**src/rtl/mem_read_data_decoder.sv**
```systemverilog
// mem_read_data_decoder
// Load-side data path of the MEM stage. Captures a load request, waits for
// the memory read word, pulls out the addressed byte/half/word using the same
// lane mapping as the store byte-lane encoder, extends it, and hands the
// registered result to writeback with a one-cycle valid pulse.
//
// Ports:
//   clk, rst_n            clock, asynchronous active-low reset
//   reqValid/reqReady     load request handshake
//   reqOffset, reqSize    byte offset in word; size 0=word 1=half 2=byte 3=invalid
//   reqSigned, reqRd      sign-extend select, destination register
//   memRdata, memRvalid   memory read word and its valid strobe
//   flush                 squash the outstanding or completed load
//   loadValid             one-cycle pulse, loadData/loadRd valid
//   loadData, loadRd      aligned/extended data and its destination register
//   stall                 high while a load is outstanding
//   timeout               one-cycle pulse when MAX_WAIT cycles pass without data
//   misalign              (only with MEM_MISALIGN_TRAP_EN) one-cycle pulse when a
//                         misaligned/invalid request is trapped instead of issued
//
// Build option: define MEM_MISALIGN_TRAP_EN to trap misaligned requests.
// Without it, such requests complete normally and return 0.

module mem_read_data_decoder #(
    parameter int MAX_WAIT = 255,
    parameter int RD_W     = 5
) (
    input  logic            clk,
    input  logic            rst_n,
    input  logic            reqValid,
    output logic            reqReady,
    input  logic [1:0]      reqOffset,
    input  logic [1:0]      reqSize,
    input  logic            reqSigned,
    input  logic [RD_W-1:0] reqRd,
    input  logic [31:0]     memRdata,
    input  logic            memRvalid,
    input  logic            flush,
    output logic            loadValid,
    output logic [31:0]     loadData,
    output logic [RD_W-1:0] loadRd,
    output logic            stall,
    output logic            timeout
`ifdef MEM_MISALIGN_TRAP_EN
    ,
    output logic            misalign
`endif
);

    localparam int CW = $clog2(MAX_WAIT + 1);
    localparam logic [CW:0] MAXV = (CW + 1)'(MAX_WAIT);

    typedef enum logic [1:0] {IDLE, WAIT, RESP, DROP} state_t;

    state_t          state;
    logic [CW-1:0]   cnt;
    logic [1:0]      cap_off;
    logic [1:0]      cap_size;
    logic            cap_sgn;
    logic [RD_W-1:0] cap_rd;

    logic [CW:0]     cnt_nxt;
    logic [31:0]     dec;
    logic [7:0]      byte_sel;
    logic            accept;
    logic            req_bad;

    assign cnt_nxt  = {1'b0, cnt} + 1'b1;
    assign accept   = reqValid && !flush;
    assign req_bad  = (reqSize == 2'd3) || ((reqSize == 2'd1) && reqOffset[0]);

    assign reqReady  = (state == IDLE) || (state == RESP);
    assign stall     = (state == WAIT) || (state == DROP);
    // A flush in the response cycle kills the pulse even though data was captured.
    assign loadValid = (state == RESP) && !flush;

    // Lane extraction on the captured request fields. Offset 0 is the most
    // significant lane, matching the store path.
    always_comb begin
        byte_sel = 8'h00;
        case (cap_off)
            2'd0:    byte_sel = memRdata[31:24];
            2'd1:    byte_sel = memRdata[23:16];
            2'd2:    byte_sel = memRdata[15:8];
            default: byte_sel = memRdata[7:0];
        endcase
    end

    always_comb begin
        dec = 32'h0;
        case (cap_size)
            2'd0: dec = memRdata;
            2'd1: begin
                if (cap_off == 2'd0)
                    dec = {{16{cap_sgn & memRdata[31]}}, memRdata[31:16]};
                else if (cap_off == 2'd2)
                    dec = {{16{cap_sgn & memRdata[15]}}, memRdata[15:0]};
            end
            2'd2:    dec = {{24{cap_sgn & byte_sel[7]}}, byte_sel};
            default: dec = 32'h0;
        endcase
    end

    always_ff @(posedge clk or negedge rst_n) begin
        if (!rst_n) begin
            state    <= IDLE;
            cnt      <= '0;
            cap_off  <= '0;
            cap_size <= '0;
            cap_sgn  <= 1'b0;
            cap_rd   <= '0;
            loadData <= '0;
            loadRd   <= '0;
            timeout  <= 1'b0;
`ifdef MEM_MISALIGN_TRAP_EN
            misalign <= 1'b0;
`endif
        end else begin
            timeout <= 1'b0;
`ifdef MEM_MISALIGN_TRAP_EN
            misalign <= 1'b0;
`endif
            case (state)
                IDLE, RESP: begin
                    state <= IDLE;
`ifdef MEM_MISALIGN_TRAP_EN
                    if (accept && req_bad) begin
                        misalign <= 1'b1;
                    end else
`endif
                    if (accept) begin
                        cap_off  <= reqOffset;
                        cap_size <= reqSize;
                        cap_sgn  <= reqSigned;
                        cap_rd   <= reqRd;
                        cnt      <= '0;
                        state    <= WAIT;
                    end
                end
                WAIT: begin
                    if (memRvalid) begin
                        if (flush) begin
                            state <= IDLE;
                        end else begin
                            loadData <= dec;
                            loadRd   <= cap_rd;
                            state    <= RESP;
                        end
                    end else if (flush) begin
                        // Memory still owes us a beat; keep stalling until it lands.
                        state <= DROP;
                    end else if (cnt_nxt == MAXV) begin
                        timeout  <= 1'b1;
                        loadData <= '0;
                        state    <= IDLE;
                    end else begin
                        cnt <= cnt_nxt[CW-1:0];
                    end
                end
                DROP: begin
                    if (memRvalid) begin
                        state <= IDLE;
                    end else if (cnt_nxt == MAXV) begin
                        timeout  <= 1'b1;
                        loadData <= '0;
                        state    <= IDLE;
                    end else begin
                        cnt <= cnt_nxt[CW-1:0];
                    end
                end
                default: state <= IDLE;
            endcase
        end
    end

    // req_bad only steers the trap path; keep it referenced in the default build.
    logic unused_ok;
    assign unused_ok = req_bad;

endmodule

```
**config.mk**
```make
export PLATFORM = sky130hd
export DESIGN_NAME = mem_read_data_decoder
export DESIGN_NICKNAME = d
export VERILOG_FILES = /design/src/rtl/mem_read_data_decoder.sv
export SDC_FILE = /design/constraint.sdc
export NUM_CORES = 1
export LEC_CHECK = 0
export ABC_AREA = 1
export BUFFER_PORTS_ARGS = -buffer_cell sky130_fd_sc_hd__clkbuf_2
export CELL_PAD_IN_SITES_DETAIL_PLACEMENT = 0
export CELL_PAD_IN_SITES_GLOBAL_PLACEMENT = 1
export CORE_AREA = 2 2 102 104
export CTS_BUF_LIST = sky130_fd_sc_hd__clkbuf_8
export DETAILED_ROUTE_END_ITERATION = 16
export DIE_AREA = 0 0 104 106
export PLACE_DENSITY = 0.84
export SLEW_MARGIN = 25
export SYNTH_ARGS = -nofsm -noshare
export SYNTH_HDL_FRONTEND = slang
export SYNTH_SLANG_ARGS = --single-unit
```
**constraint.sdc**
```tcl
create_clock -name clk -period 1.7 [get_ports clk]
set_clock_uncertainty 0.2 [all_clocks]
set_input_delay 0.425 -clock clk [delete_from_list [all_inputs] [get_ports clk]]
set_output_delay 0.425 -clock clk [all_outputs]
set_load 0.01 [all_outputs]
```
==> results.txt <==
The number of violations of the max-capacitance limit came out at 0. The later pin in the worst-skew pair is clocked with a latency of 0.35 ns. The most numerous cell type found on the critical path is nand3_2.

The total number of vias is 3527. The post-synthesis instance area is 0.00339 sq mm. The number of placed cells counting well taps came out at 686.

STA classifies the critical path startpoint as a flop. The number of antenna violations at the first check in global routing came out at 0. The count of endpoints failing hold in the final timing report is 0. No sink is reached through more buffers than the 2 on the longest clock path. In this run, synthesis inferred 0 flip-flops with an integrated enable. The synthesized design spends more area on one cell type than any other, namely dfrtp_1. The area growth from synthesis to layout came out at 39.6%.

The largest net degree at the start of global routing is 59. The global-route wire length before repair is between 15 and 20 mm. The headroom to the max-slew limit is 0.720. For this configuration, the core starts out at a cell density of 0.339. The antenna diode count came out at 0. The remaining antenna violation count is 0. The checks that failed: negative setup slack. TritonCTS built the clock tree.

From bottom edge to top edge, the die measures 106 um. The number of buffers added by the clock tree synthesis step came out at 9. The count of distinct cell types in the synthesized netlist is 29. The final cell count without fillers is 712. The required time of the critical path is 1.73 ns. The number of optimization iterations in the first detailed-route pass is 5. The count of final max-slew check failures came out at 0. The worst slack on hold paths came out at 0.121 ns. The maximum VDD drop is around 0.43 mV. The average cell area after synthesis is 7.57 sq um. The clock slew at the register clock pins of the worst setup and hold paths came out at around 0.07 ns. The floorplan has 37 rows. Setup violations remaining at the end of the flow were counted as between 40 and 50. The critical path goes through ha_4 > nand2_4 > nand2_2 > nor2_2 > nand3_2 > nor2_4 > nand3_4 > clkbuf_16 > nand3_2 > nand2_1. The maximum clock frequency came out at about 510 MHz. Of the cells placed in the final design, the portion with a size suffix greater than 1 is 0.387.

The number of buffer and inverter stages on the critical path is 1. The worst-margin pin slew came out at 0.419 ns. Setup repair after global routing could not meet its margin everywhere.

The maximum fanout count along the critical path is 16. The primary flip-flop cell chosen by synthesis mapping is dfrtp_1. The final period utilization came out at 1.14. For this run, design rule violations remaining after detail routing come to 0. The total power density per cell area is about 1300 mW/mm^2. The top-level port count came out at approximately 90. The post-synthesis cell count came out at 448. The weighted congestion at the end of routability-driven global placement came out at 0.877. The total of buffers placed on input and output ports is 87. Counting I/O delays and the setup requirement, the final critical path takes 1.95 ns.

The die outline area is 0.0110 sq mm. The tightest min-delay check is of the in2reg type. The dominant cell by count in the synthesized netlist is nand2_1.

The share of Yosys cell area claimed by the top area cell type came out at 0.428. The post-synthesis async set-or-reset flop share is 1.00. The setup slack at placement came out at -0.192 ns.

The floorplan die width is 104 um. The run finished, with violations left. Grouping stages by cell kind, the critical path spends the most delay in simple AND/OR/NAND/NOR gates. After global routing the overflow that remains totals 0. The maximum cell stage delay along the critical path came out at 0.44 ns.

In the synthesized netlist, the cells that appear most often are nand2_1 (163), nand3_1 (63), dfrtp_1 (58), nor2_1 (24), nand3_2 (22). The number of nets in the layout came out at 620. During synthesis, Yosys emitted a total of 0 warnings.

The aggregate global-route resource usage is 0.185. Summed over all cells, the static leakage comes to 2.49 nW. The vias per cell came out at 4.95.

The data arrival time at the worst-slack endpoint came out at 1.98 ns. The total negative slack came out at -8.78 ns. The iteration-0 DRC count of the detailed router came out at 244. The largest individual stage delay along the critical path comes from the cell dfrtp_2. The sequential-to-total area share from yosys stat came out at 0.428.

The total number of clock tree sinks came out at 58. The final layout contains routed wiring with a total length of 10.3 mm. The worst setup path is captured at a flop.

The area of the placeable core is 0.0100 sq mm. The H-tree depth reported by CTS is 3. The placed wire-length estimate after detailed placement came out at 7.29 mm. The post-detailed-route wirelength per cell came out at 14.5 um. The via count of the first global-routing pass is 3333. Ranked by total cell area, the synthesized netlist is headed by dfrtp_1 (43%), nand2_1 (18%), nand3_1 (9.3%).

The post-layout worst setup margin is -0.245 ns. Clock tree synthesis selected as its root buffer the cell clkbuf_8. The number of nets produced by synthesis came out at between 400 and 500. The number of synthesized register bits came out at 58. The worst setup path is of the reg2reg kind.
[report_power, final]
part	internal, W	switching, W	total, W	leakage [nW]
sequential	0.00184	0.000378	0.00222	0.747
clock	0.000854	0.000570	0.00142	0.113
combinational	0.00103	0.00130	0.00233	1.63
[worst reg2reg max path, stage by stage (launching register included)]
cell	delay, ns
dfrtp_2	0.44
ha_4	0.19
nand2_4	0.08
nand2_2	0.07
nor2_2	0.09
nand3_2	0.10
nor2_4	0.16
nand3_4	0.14
clkbuf_16	0.23
nand3_2	0.07
nand2_1	0.06
[final cells by class]
type / count / area (sq um)
clock buffers: 10 / 138
clock inverters: 6 / 81.3
fillers: 1015 / 5270
inverters: 24 / 90.1
multi-input cells: 343 / 1880
flip-flops and latches: 58 / 1460
well taps: 136 / 170
repair buffers: 135 / 920
[kinds of logic (layout without fill, tap and decap cells)]
logic type	Yosys count	after routing	share of synthesized area
multiplexers	2	2	0.00664
buffers and inverters	47	175	0.0646
AND/OR/NAND/NOR	291	291	0.409
flip-flops	58	58	0.428
AO/OA/AOI/OAI	48	48	0.0841
adder cells (fa/ha/maj)	2	2	0.00738
[layout by cell type, fill, tap and decap left out, drive strengths merged, types with 3 or more instances in the layout]
cell type	Yosys	layout
o21bai	3	3
nor2	29	29
clkbuf	9	98
a211oi	5	5
buf	14	46
nand4	6	6
dfrtp	58	58
o21ai	20	20
nand2	167	167
inv	24	25
nand3	86	86
a21oi	13	13
a22oi	5	5
[metal layers]
metal  up-vias  routed length, um  GRT usage  part of all wire
met2       106               4820      0.297              0.47
li1       1727                  -          -                 -
met1      1671               4680      0.237              0.45
met3        23                549     0.0405             0.053
met5         -                  0          0                 0
met4         0                291     0.0917             0.028
[registers in the layout, indices dropped and copies added (netlist names)]
| signal | count |
|---|---|
| cap_size | 2 |
| loadData | 32 |
| cap_off | 2 |
| state | 2 |
| loadRd | 5 |
| timeout | 1 |
| cnt | 8 |
| cap_sgn | 1 |
| cap_rd | 5 |
[metrics by stage]
| stage | power [W] | utilization | instance area [sq um] |
|---|---|---|---|
| after floorplan | 0.00346 | - | 3440 |
| after global placement | 0.00441 | 0.428 | 4280 |
| after detailed placement | 0.00447 | 0.428 | 4280 |
| after CTS | 0.00595 | 0.459 | 4590 |
| after global routing | 0.00640 | 0.473 | 4730 |
| final | 0.00597 | 0.473 | 4730 |
[worst paths after layout]
check | end | depth (start not counted) | slack, ns | start
min in group asynchronous | cnt[7]$_DFFE_PN0P_ | 3 | 0.40 | rst_n
worst min register to register | loadRd[2]$_DFFE_PN0P_ | 2 | 0.29 | loadRd[2]$_DFFE_PN0P_
worst max-delay path | loadData[15]$_DFFE_PN0P_ | 10 | -0.25 | cnt[0]$_DFFE_PN0P_
worst max register to register | loadData[15]$_DFFE_PN0P_ | 10 | -0.25 | cnt[0]$_DFFE_PN0P_
worst min-delay path | cap_rd[1]$_DFFE_PN0P_ | 3 | 0.12 | reqRd[1]
max in group asynchronous | cap_off[1]$_DFFE_PN0P_ | 3 | 0.61 | rst_n
[repair_timing]
item,4_1_cts,5_1_grt
gates cloned,0,2
hold buffers,1,0
setup endpoints to repair,44,45
pin swaps,3,10
setup buffers,4,3
resized for setup,13,20
hold endpoints to repair,58,0
(Power assumes the default switching activity.)
